==> src/rtl/index_scoreboard.sv <==
// Index-to-bitmap scoreboard: one-hot set/clear of a registered occupancy mask.
// Optional sticky error flag under SCOREBOARD_ERR_CHECK_EN.
module index_scoreboard #(
  parameter int N = 8,
  localparam int LogN = (N == 1) ? 0 : $clog2(N) - 1
) (
  input  logic            clock,
  input  logic            reset_n,
  input  logic            set_valid,
  input  logic [LogN:0]   set_index,
  output logic            set_ready,
  input  logic            clear_valid,
  input  logic [LogN:0]   clear_index,
  input  logic            clear_all,
  output logic [N-1:0]    mask,
  output logic [LogN+1:0] count,
  output logic            full,
  output logic            empty
`ifdef SCOREBOARD_ERR_CHECK_EN
  ,
  output logic            err
`endif
);

  localparam int IW = LogN + 1;
  localparam int CW = LogN + 2;
  localparam logic [IW:0] NV = (IW+1)'(N);

  logic [N-1:0]  mask_q, mask_d;
  logic [CW-1:0] count_q, count_d;
  logic          full_q, full_d;
  logic          empty_q, empty_d;

  logic [N-1:0]  set_oh, clr_oh;
  logic          set_in_rng;
  logic          busy_set, busy_clr;
  logic          same_idx, clear_hit;
  logic          set_fire, set_new, clear_eff;

  always_comb begin
    set_oh = '0;
    clr_oh = '0;
    for (int i = 0; i < N; i++) begin
      set_oh[i] = (set_index == IW'(i));
      clr_oh[i] = (clear_index == IW'(i));
    end
  end

  always_comb begin
    set_in_rng = ({1'b0, set_index} < NV);
    busy_set   = |(mask_q & set_oh);
    busy_clr   = |(mask_q & clr_oh);
    same_idx   = (clear_index == set_index);
    clear_hit  = clear_valid & same_idx;
    set_ready  = set_in_rng & (~busy_set | clear_hit);
    set_fire   = set_valid & set_ready;
    // a re-set of the same slot masks the clear for the count
    set_new    = set_fire & ~busy_set;
    clear_eff  = clear_valid & busy_clr & ~(set_fire & same_idx);
  end

  always_comb begin
    mask_d  = (mask_q & ~(clear_valid ? clr_oh : '0))
            | (set_fire ? set_oh : '0);
    count_d = count_q + CW'(set_new) - CW'(clear_eff);
    if (clear_all) begin
      mask_d  = '0;
      count_d = '0;
    end
    full_d  = (count_d == CW'(N));
    empty_d = (count_d == '0);
  end

  always_ff @(posedge clock or negedge reset_n) begin
    if (!reset_n) begin
      mask_q  <= '0;
      count_q <= '0;
      full_q  <= 1'b0;
      empty_q <= 1'b1;
    end else begin
      mask_q  <= mask_d;
      count_q <= count_d;
      full_q  <= full_d;
      empty_q <= empty_d;
    end
  end

  assign mask  = mask_q;
  assign count = count_q;
  assign full  = full_q;
  assign empty = empty_q;

`ifdef SCOREBOARD_ERR_CHECK_EN
  logic err_q, err_d;

  // one-hot of a free or out-of-range index never hits the mask
  always_comb begin
    err_d = err_q
          | (clear_valid & ~busy_clr)
          | (set_valid & ~set_in_rng);
    if (clear_all) err_d = 1'b0;
  end

  always_ff @(posedge clock or negedge reset_n) begin
    if (!reset_n) err_q <= 1'b0;
    else          err_q <= err_d;
  end

  assign err = err_q;
`endif

endmodule

==> config.mk <==
export PLATFORM = sky130hd
export DESIGN_NAME = index_scoreboard
export DESIGN_NICKNAME = d
export VERILOG_FILES = /design/src/rtl/index_scoreboard.sv
export SDC_FILE = /design/constraint.sdc
export NUM_CORES = 1
export LEC_CHECK = 0
export ABC_AREA = 1
export CORE_MARGIN = 5
export CORE_UTILIZATION = 34
export CTS_CLUSTER_SIZE = 40
export DETAILED_ROUTE_END_ITERATION = 6
export GPL_TIMING_DRIVEN = 0
export PLACE_DENSITY = 0.57
export SLEW_MARGIN = 20
export SYNTH_ARGS = -nofsm -noshare
export SYNTH_HDL_FRONTEND = slang
export SYNTH_SLANG_ARGS = --single-unit
==> constraint.sdc <==
create_clock -name clock -period 3.9 [get_ports clock]
set_input_delay 0.78 -clock clock [delete_from_list [all_inputs] [get_ports clock]]
set_output_delay 0.78 -clock clock [all_outputs]
set_load 0.005 [all_outputs]
==> results.md <==
- Status: complete, no violations
- Routed len/inst: 14.5 µm
- Crit path from: clear_index[0]
- Clock power frac: 0.225
- # rows: 20
- R2r endpoint: full$_DFF_PN0_
- Crit path top cell by count: inv_1
- Fin crit period: 3.53 ns
- Slew margin rel.: 0.570
- WP data required: 4.11 ns
- CP arrival: 3.75 ns
- Commonest non-fill, non-tap cells in the layout: 23 x clkdlybuf4s50_1, 16 x inv_1, 16 x nand4_1
- Peak Freq: 0.283 GHz
- CP Max Fanout: 10
- Number of global-route vias before repair: 1051
- Worst hold path type: register to register
- Drt initial violations: 83
- Total wire length: 2.90 mm
- Final Cycle Share: 0.906
- Share of layout cells above drive strength 1: 0.167
- Final hold vios: 0
- First-pass GRT wire length: 4.91 mm
- Postcts setup bufs: 0
- Via density per instance: 5.36
- Worst setup EP type: register
- Main area contributors after synthesis: dfrtp_1 30%, nand4_1 9.3%, o41ai_1 5.7%, inv_1 5.6%, ha_1 4.7%
- Number of iterations in the first detailed-routing pass: 4
- Mapped Cells: 129
- TritonCTS Buffers: 3
- Slew @ Worst Pin: 0.643 ns
- NumNets Final: 173
- Latest clock arrival within the worst-skew pair: 0.27 ns
- CP startpoint kind: input port
- Synthesized area: 1070 µm²
- Syn Area/Cell: 8.32 µm²
- DIE HEIGHT: 66.2 µm
- Post-route cell area: 1400 µm²
- GRT Resource Usage Total: 0.147
- Core area: 3050 µm²
- Number of synthesized register bits: 14
- Leakage: 0.000602 µW
- CTS sink cnt: 14
- Worst Hold Slack: 0.625 ns
- CTS tree: built
- Fillers: 320
- Area after DPL: 1360 µm²
- CTS Hold Buffers Added: 0
- Comb power frac: 0.373
- Largest net degree at the start of global routing: 15
- Switching Fraction: 0.317
- Unrepaired setup endpoints after global routing: no
- Commonest non-fill, non-tap cell in the layout: clkdlybuf4s50_1
- DR DRC count: 0
- VDD IR-drop max: 0.205 mV
- Synth Net Count: 145
- Initial antenna violation count: 0
- Area leader, netlist: dfrtp_1
- Root buffer cell: clkbuf_4
- Worst setup endpoint: full$_DFF_PN0_
- Longest Clk Path Bufs: 2
- Crit-path cells: clkdlybuf4s50_1 -> buf_2 -> inv_1 -> nand4_1 -> nand4_1 -> nor2_1 -> a211oi_1 -> ha_1 -> inv_1 -> ha_1 -> fa_1 -> inv_1 -> nor2_1 -> nor3_1 -> inv_1 -> nor2_1
- Internal Dissipation: 314 µW
- Number of distinct library cells after synthesis: 29
- Top Ports: 26
- GP Congestion: 0.856
- CP max stage cell: clkdlybuf4s50_1
- Warnings from Yosys: 0
- Die W: 66.2 µm
- CTS resizes: 0
- Reg-to-Reg Start: mask[6]$_DFF_PN0_
- Antenna diodes: 0
- Total vias in the final route: 1072
- Worst reg2reg path depth: 13
- Psw: 146 µW
- IO Port Bufs: 23
- Slew Viols, Final: 0
- Starting density of the core: 0.352
- ANT nets after route: 0
- Clk_skew: 0.000984 ns
- Crit Path Class: input port to register
- Area share of the largest cell type after synthesis: 0.303
- Area Growth Syn to Fin: 30.0%
- Reg2reg setup slack: 1.26 ns
- Die area: 4380 µm²
- # setup viols final: 0
- H-tree depth: 1
- Sequential power share: 0.401
- Max_cap viols: 0
- CP max stage delay: 0.43 ns
- TNS Setup: 0 ns
- Sequential cell area fraction in the yosys report: 0.328
- Pwr dens: 330 nW/µm²
- Detailed Place HPWL: 2.24 mm
- Clock-pin slew on the worst setup and hold paths: 0.09 ns
- Total gr overflow: 0
## critical path: cells and delay by family
kind / cells / cell delay (ns)
buffers and inverters: 6 / 1.03
adders and majority gates: 3 / 0.90
and+or+nand+nor: 6 / 0.71
AOI/OAI and AO/OA: 1 / 0.34
## stage by stage
| stage | std cells | setup WS (ns) | utilization | total power (µW) |
|---|---|---|---|---|
| 2_1_floorplan | 129 | 1.06 | - | 282 |
| 5_1_grt | 200 | 0.141 | 0.457 | 498 |
| 3_3_place_gp | 196 | 0.223 | 0.445 | 357 |
| 3_5_place_dp | 196 | 0.0838 | 0.445 | 362 |
| 4_1_cts | 200 | 0.367 | 0.457 | 468 |
| 6_report | 200 | 0.365 | 0.457 | 460 |
## synthesized netlist by cell type (all sizes together)
master,count
a211oi,1
a21o,1
a21oi,8
a31oi,1
and3,1
buf,8
clkinv,1
dfrtp,13
dfstp,1
fa,1
ha,4
inv,17
nand2,11
nand3,12
nand4,17
nor2,11
nor3,9
o21ai,1
o41ai,7
xnor2,4
## kinds of logic (layout without fill, tap and decap cells)
logic type / Yosys count / after routing / share of synthesized area
adders and majority gates: 5 / 5 / 0.0653
and+or+nand+nor: 61 / 61 / 0.333
xor gates and xnor gates: 4 / 4 / 0.0326
AOI/OAI and AO/OA: 19 / 19 / 0.119
buffers and inverters: 26 / 53 / 0.122
DFF: 14 / 14 / 0.328
## sequential cells by signal, summed over array words and instances (netlist names)
name	count
mask	8
count	4
empty	1
full	1
## area by class of cell
cell class	count	area, µm²	share of cell area
plain buffers	8	61.3	0.0439
clock buffers	4	36.3	0.0260
inverters	18	70.1	0.0502
multi-input cells	89	591	0.423
flip-flops and latches	14	352	0.252
well taps	44	55.1	0.0395
repair buffers	23	230	0.165
## worst min-delay path by stage
stage                      startpoint                  to  depth (start not counted)
global placement    mask[4]$_DFF_PN0_   mask[4]$_DFF_PN0_                          2
global route        mask[6]$_DFF_PN0_   mask[6]$_DFF_PN0_                          2
finish              mask[7]$_DFF_PN0_   mask[7]$_DFF_PN0_                          2
floorplan                     reset_n  count[0]$_DFF_PN0_                          0
detailed placement  mask[4]$_DFF_PN0_   mask[4]$_DFF_PN0_                          2
CTS                 mask[4]$_DFF_PN0_   mask[4]$_DFF_PN0_                          2
## power groups by stage
stage | clock [µW] | sequential [µW] | combinational [µW]
floorplan | 0 | 188 | 94.9
global placement | 0 | 187 | 170
detailed placement | 0 | 187 | 174
CTS | 108 | 185 | 175
global route | 115 | 188 | 195
finish | 104 | 185 | 172
## per-layer routing
metal  global-route usage  share of wire
met4               0.0558          0.019
met1                0.187           0.43
met3               0.0272          0.077
met2                0.243           0.47
met5                    0              0
No activity file was read; power rests on OpenSTA's default activity.
==> patch 1, RTL diff (same flow settings) <==
Change the parameter `N` from 8 to 16.
--- a/src/rtl/index_scoreboard.sv
+++ b/src/rtl/index_scoreboard.sv
@@ -1,7 +1,7 @@
 // Index-to-bitmap scoreboard: one-hot set/clear of a registered occupancy mask.
 // Optional sticky error flag under SCOREBOARD_ERR_CHECK_EN.
 module index_scoreboard #(
-  parameter int N = 8,
+  parameter int N = 16,
   localparam int LogN = (N == 1) ? 0 : $clog2(N) - 1
 ) (
   input  logic            clock,
Ports: changed (resized clear_index, count, mask and set_index); port bits go from 26 to 37. The function was not compared with the original's and may differ.
==> patch 1 against the unedited design <==
- design area rose by 65%
- power rose by 50%
- synthesized area up 70%
- setup slack got worse by 0.17 ns
- routed wire length rose by 84%
- clock skew about the same
- global-route usage increased by 1.0 points
- die area rose by 58%
- sequential cell count grew 9
- critical path type is now input pin to output port
- critical endpoint is now set_ready
- largest cell class unchanged
==> patch 1: results (changes against the unedited design) <==
Run status
  • Status: complete, no violations (unchanged)

GRT
  • First-pass GRT wire length: 8840 um (was 4910 um)
  • All-Layer GR Usage: 15.7% (was 14.7%)
  • Vias in the first global route: 1,768 (was 1,051)
  • Largest net degree at the start of global routing: 24 (was 15)

Finish
  • Multi-input gates: 191 (was 89)
  • Fraction of area in multi-input gates: 45.8% (was 42.3%)
  • Layout net count: 309 (was 173)
  • Sequential cell area: 577 um2 (was 352 um2)
  • Signal buffers: 41 (was 31)
  • ClkCell Share: 2.12% (was 2.60%)
  • Fillers: 550 (was 320)
  • Share of post-route cells with drive strength above 1: 15.6% (was 16.7%)
  • Non-clock buffers, area share: 18.3% (was 20.9%)
  • Max reg flops: 16 (was 8)
  • Layout clock buffer count: 3 (was 4)

Placed design
  • Dpl ws: -0.0912 ns (was 0.0838 ns)
  • Dpl cell area: 2250 um2 (was 1360 um2)
  • # placed instances: 355 (was 196)
  • I/O Buffers: 34 (was 23)
  • HPWL Detailed: 4020 um (was 2240 um)
  • Gpl congestion: 0.875 (was 0.856)

Power
  • Pwr dens: 299 nW/um2 (was 330 nW/um2)
  • Peak supply drop: 0.000242 V (was 0.000205 V)
  • Pleak: 0.985 nW (was 0.602 nW)
  • Net Sw Frac: 34.5% (was 31.7%)
  • Power Combinational: 0.000244 W (was 0.000172 W)
  • Psw: 0.000237 W (was 0.000146 W)

Critical path
  • Origin of the worst setup path: set_index[1] (was clear_index[0])
  • Worst r2r src: mask[12] (was mask[6])
  • CP max stage delay: 0.61 ns (was 0.43 ns)
  • Crit path DAT: 2.92 ns (was 3.75 ns)

Synthesis
  • Synth Area per Inst: 7.26 um2 (was 8.32 um2)
  • Netlist cell types: 27 (was 29)
  • Sequential element share of the synthesized area: 31.7% (was 32.8%)
  • Commonest cells in the netlist: nand3_1, nor2_1, nand2_1, inv_1, dfrtp_1 (was inv_1, nand4_1, dfrtp_1, nor3_1)
  • Synth area leaders: dfrtp_1, nand3_1, nor2_1 (was dfrtp_1, nand4_1, o41ai_1)
  • Synthesis Warnings: 0 (unchanged)
  • Net Count, Synth: 270 (was 145)

STA
  • Worst-margin pin slew: 0.545 ns (was 0.643 ns)
  • Setup Skew: 0.00125 ns (was 0.000984 ns)

Worst hold path
  • Hold Path Class: input pin to async pin (was flop to flop)

Clock tree
  • Num Clock Sinks: 23 (was 14)
  • Root Buffer: clkbuf_8 (was clkbuf_4)

Drt
  • Vias per Instance: 4.97 (was 5.36)
  • Starting DRC count in detailed routing: 153 (was 83)
  • Final wirelength: 5340 um (was 2900 um)
  • Wire per inst: 14.9 um (was 14.5 um)
patch 1: worst paths after layout:
check	end	slack [ns]	depth (start not counted)
min in group clock	mask[3]	0.59	2
max in group asynchronous	empty	3.06	1
min reg2reg	mask[3]	0.59	2
max reg2reg	full	1.23	14
min	count[3]	0.48	1
max	set_ready	0.20	9
patch 1: cells by family after synthesis:
kind of cell	count (synthesis)	synth area share, %
AO/OA/AOI/OAI	20	7.97
XOR/XNOR	3	1.44
adder cells (fa/ha/maj)	6	4.53
buffers and inverters	37	10.9
flip-flops	23	31.7
AND/OR/NAND/NOR	162	43.5
patch 1: per-layer routing:
layer	track usage, %	share of wire, %	up-vias	routed length [um]
li1	-	-	902	-
met1	21.8	48	822	2590
met3	2.57	5.0	9	269
met4	5.79	2.2	0	116
met2	24.2	44	52	2370
met5	0	0	-	0
patch 1: worst max-delay path: cells and delay by family:
kind | cells | cell delay [ns]
buf+inv | 3 | 1.30
simple gates | 5 | 0.54
compound gates | 1 | 0.30
==> patch 2, RTL diff (same settings) <==
Without the edit above. Put one more register stage on the output `count`, with the module's reset. The value now appears one clock later. The other outputs are not delayed to match.
--- a/src/rtl/index_scoreboard.sv
+++ b/src/rtl/index_scoreboard.sv
@@ -86,7 +86,13 @@
   end
 
   assign mask  = mask_q;
-  assign count = count_q;
+  always_ff @(posedge clock or negedge reset_n) begin
+    if (!reset_n) begin
+      count <= '0;
+    end else begin
+      count <= count_q;
+    end
+  end
   assign full  = full_q;
   assign empty = empty_q;
 
Formal check against the unedited RTL: not equivalent (a bounded check fails within 4 cycles, from zero or initial values and one cycle with reset_n low).
==> patch 2 against the unedited design <==
- sequential cell count grew 4
- power grew 13%
- synthesized area grew 9.3%
- hold slack lost 0.24 ns
- highest routed layer unchanged
- critical endpoint unchanged
- global-route usage shrank 1.6 points
- routed wire length shrank 3.1%
- setup slack gained 0.12 ns
- design area grew 7.4%
==> patch 2: results (changes against the unedited design) <==
Worst hold path
  • Hold Path Cell Cnt: 0 (was 2)
  • Hold Path Class: flop to flop (unchanged)

Drt
  • Wl on met1: 1270 um (was 1260 um)
  • DR WL met2: 1390 um (was 1360 um)
  • Starting DRC count in detailed routing: 136 (was 83)
  • DRT Pass-1 Iters: 4 (unchanged)
  • Vias per Instance: 5.19 (was 5.36)
  • Wire per inst: 13.6 um (was 14.5 um)
  • Uppermost routed layer: met4 (unchanged)
  • DR WL met3: 124 um (was 223 um)

Finish
  • Layout net count: 177 (was 173)
  • Antenna diodes: 0 (unchanged)
  • Sequential cell area: 452 um2 (was 352 um2)
  • Share of post-route cells with drive strength above 1: 16.3% (was 16.7%)
  • ClkCell Share: 2.42% (was 2.60%)
  • Non-clk invs: 18 (unchanged)
  • Layout area overhead: 27.6% (was 30.0%)
  • Non-clock buffers, area share: 19.5% (was 20.9%)
  • Layout clock buffer count: 4 (unchanged)
  • Signal buffers: 31 (unchanged)
  • Footprint of the multi-input gates: 591 um2 (unchanged)
  • Fillers: 343 (was 320)

Placed design
  • HPWL Detailed: 2190 um (was 2240 um)
  • Dpl ws: 0.192 ns (was 0.0838 ns)
  • Gpl congestion: 0.821 (was 0.856)

Clock tree
  • CTS clk-pin slew, worst paths: 0.10 ns
  • CTS H-Tree Depth: 1 (unchanged)
  • CTS buffer count: 3 (unchanged)
  • Root Buffer: clkbuf_4 (unchanged)
  • Post-CTS Setup Repair Bufs: 0 (unchanged)
  • Clock latency on the worst-skew pair: 0.29 ns (was 0.27 ns)

Synthesis
  • Commonest cells in the netlist: dfrtp_1, inv_1, nand4_1, nor3_1 (was inv_1, nand4_1, dfrtp_1, nor3_1)
  • Synth area leaders: dfrtp_1, nand4_1, o41ai_1 (unchanged)
  • Netlist cell types: 29 (unchanged)
  • Net Count, Synth: 149 (was 145)
  • Synth Register Bits: 18 (was 14)
  • Synthesis Warnings: 0 (unchanged)
  • Sequential element share of the synthesized area: 38.5% (was 32.8%)

GRT
  • First-pass GRT wire length: 4660 um (was 4910 um)
  • Vias in the first global route: 1,022 (was 1,051)
  • All-Layer GR Usage: 13.0% (was 14.7%)
  • Largest net degree at the start of global routing: 19 (was 15)

Power
  • Peak supply drop: 0.000190 V (was 0.000205 V)
  • Pleak: 0.654 nW (was 0.602 nW)

Critical path
  • Crit path DAT: 3.65 ns (was 3.75 ns)
  • Crit path max fanout: 10 (unchanged)

STA
  • Setup Skew: 0.00530 ns (was 0.000984 ns)
  • Worst-margin pin slew: 0.801 ns (was 0.643 ns)

Run status
  • Status: complete, no violations (unchanged)
patch 2: cell types whose count changed after synthesis, sizes merged:
cell and delta:
dfrtp +4
patch 2: logic make-up (layout without fill, tap and decap cells):
group           count (synthesis)  in the layout  synth area share (%)
fa+ha+maj                       5              5                  5.97
compound gates                 19             19                  10.9
xor+xnor                        4              4                  2.98
buf+inv                        26             53                  11.2
simple gates                   61             61                  30.5
flops                          18             18                  38.5
patch 2: worst max-delay path: stages:
cell	delay (ns)
clkdlybuf4s50_1	0.44
buf_2	0.19
inv_1	0.18
nand4_1	0.11
nand4_1	0.11
nor2_1	0.06
a211oi_1	0.25
ha_1	0.28
inv_1	0.06
ha_1	0.18
fa_1	0.42
inv_1	0.06
nor2_1	0.05
nor3_1	0.29
inv_1	0.08
nor2_1	0.10
patch 2: report_power, final:
group          leakage (nW)  switching, W  internal (W)
logic                 0.394     0.0000855     0.0000873
registers             0.240     0.0000163      0.000221
clock network        0.0210     0.0000553     0.0000568
patch 2: metrics by stage:
step	area, um2	cells
after CTS	1500	206
after global placement	1460	202
after detailed placement	1460	202
after floorplan	1170	133
final	1500	206
after global routing	1500	206
patch 2: path summary, 6_finish.rpt:
check	startpoint	endpoint	slack (ns)
worst max-delay path	clear_index[1]	full	0.48
worst min-delay path	count_q[0]	count[0]	0.39
worst max register to register	mask[6]	full	1.34
worst min register to register	count_q[0]	count[0]	0.39
max in group asynchronous	reset_n	mask[1]	2.45
min in group asynchronous	reset_n	mask[0]	0.95
patch 2: layer usage:
layer,global-route usage [%],up-vias
met4,4.38,0
met5,0,-
li1,-,526
met1,17.5,517
met2,21.5,23
met3,1.78,4
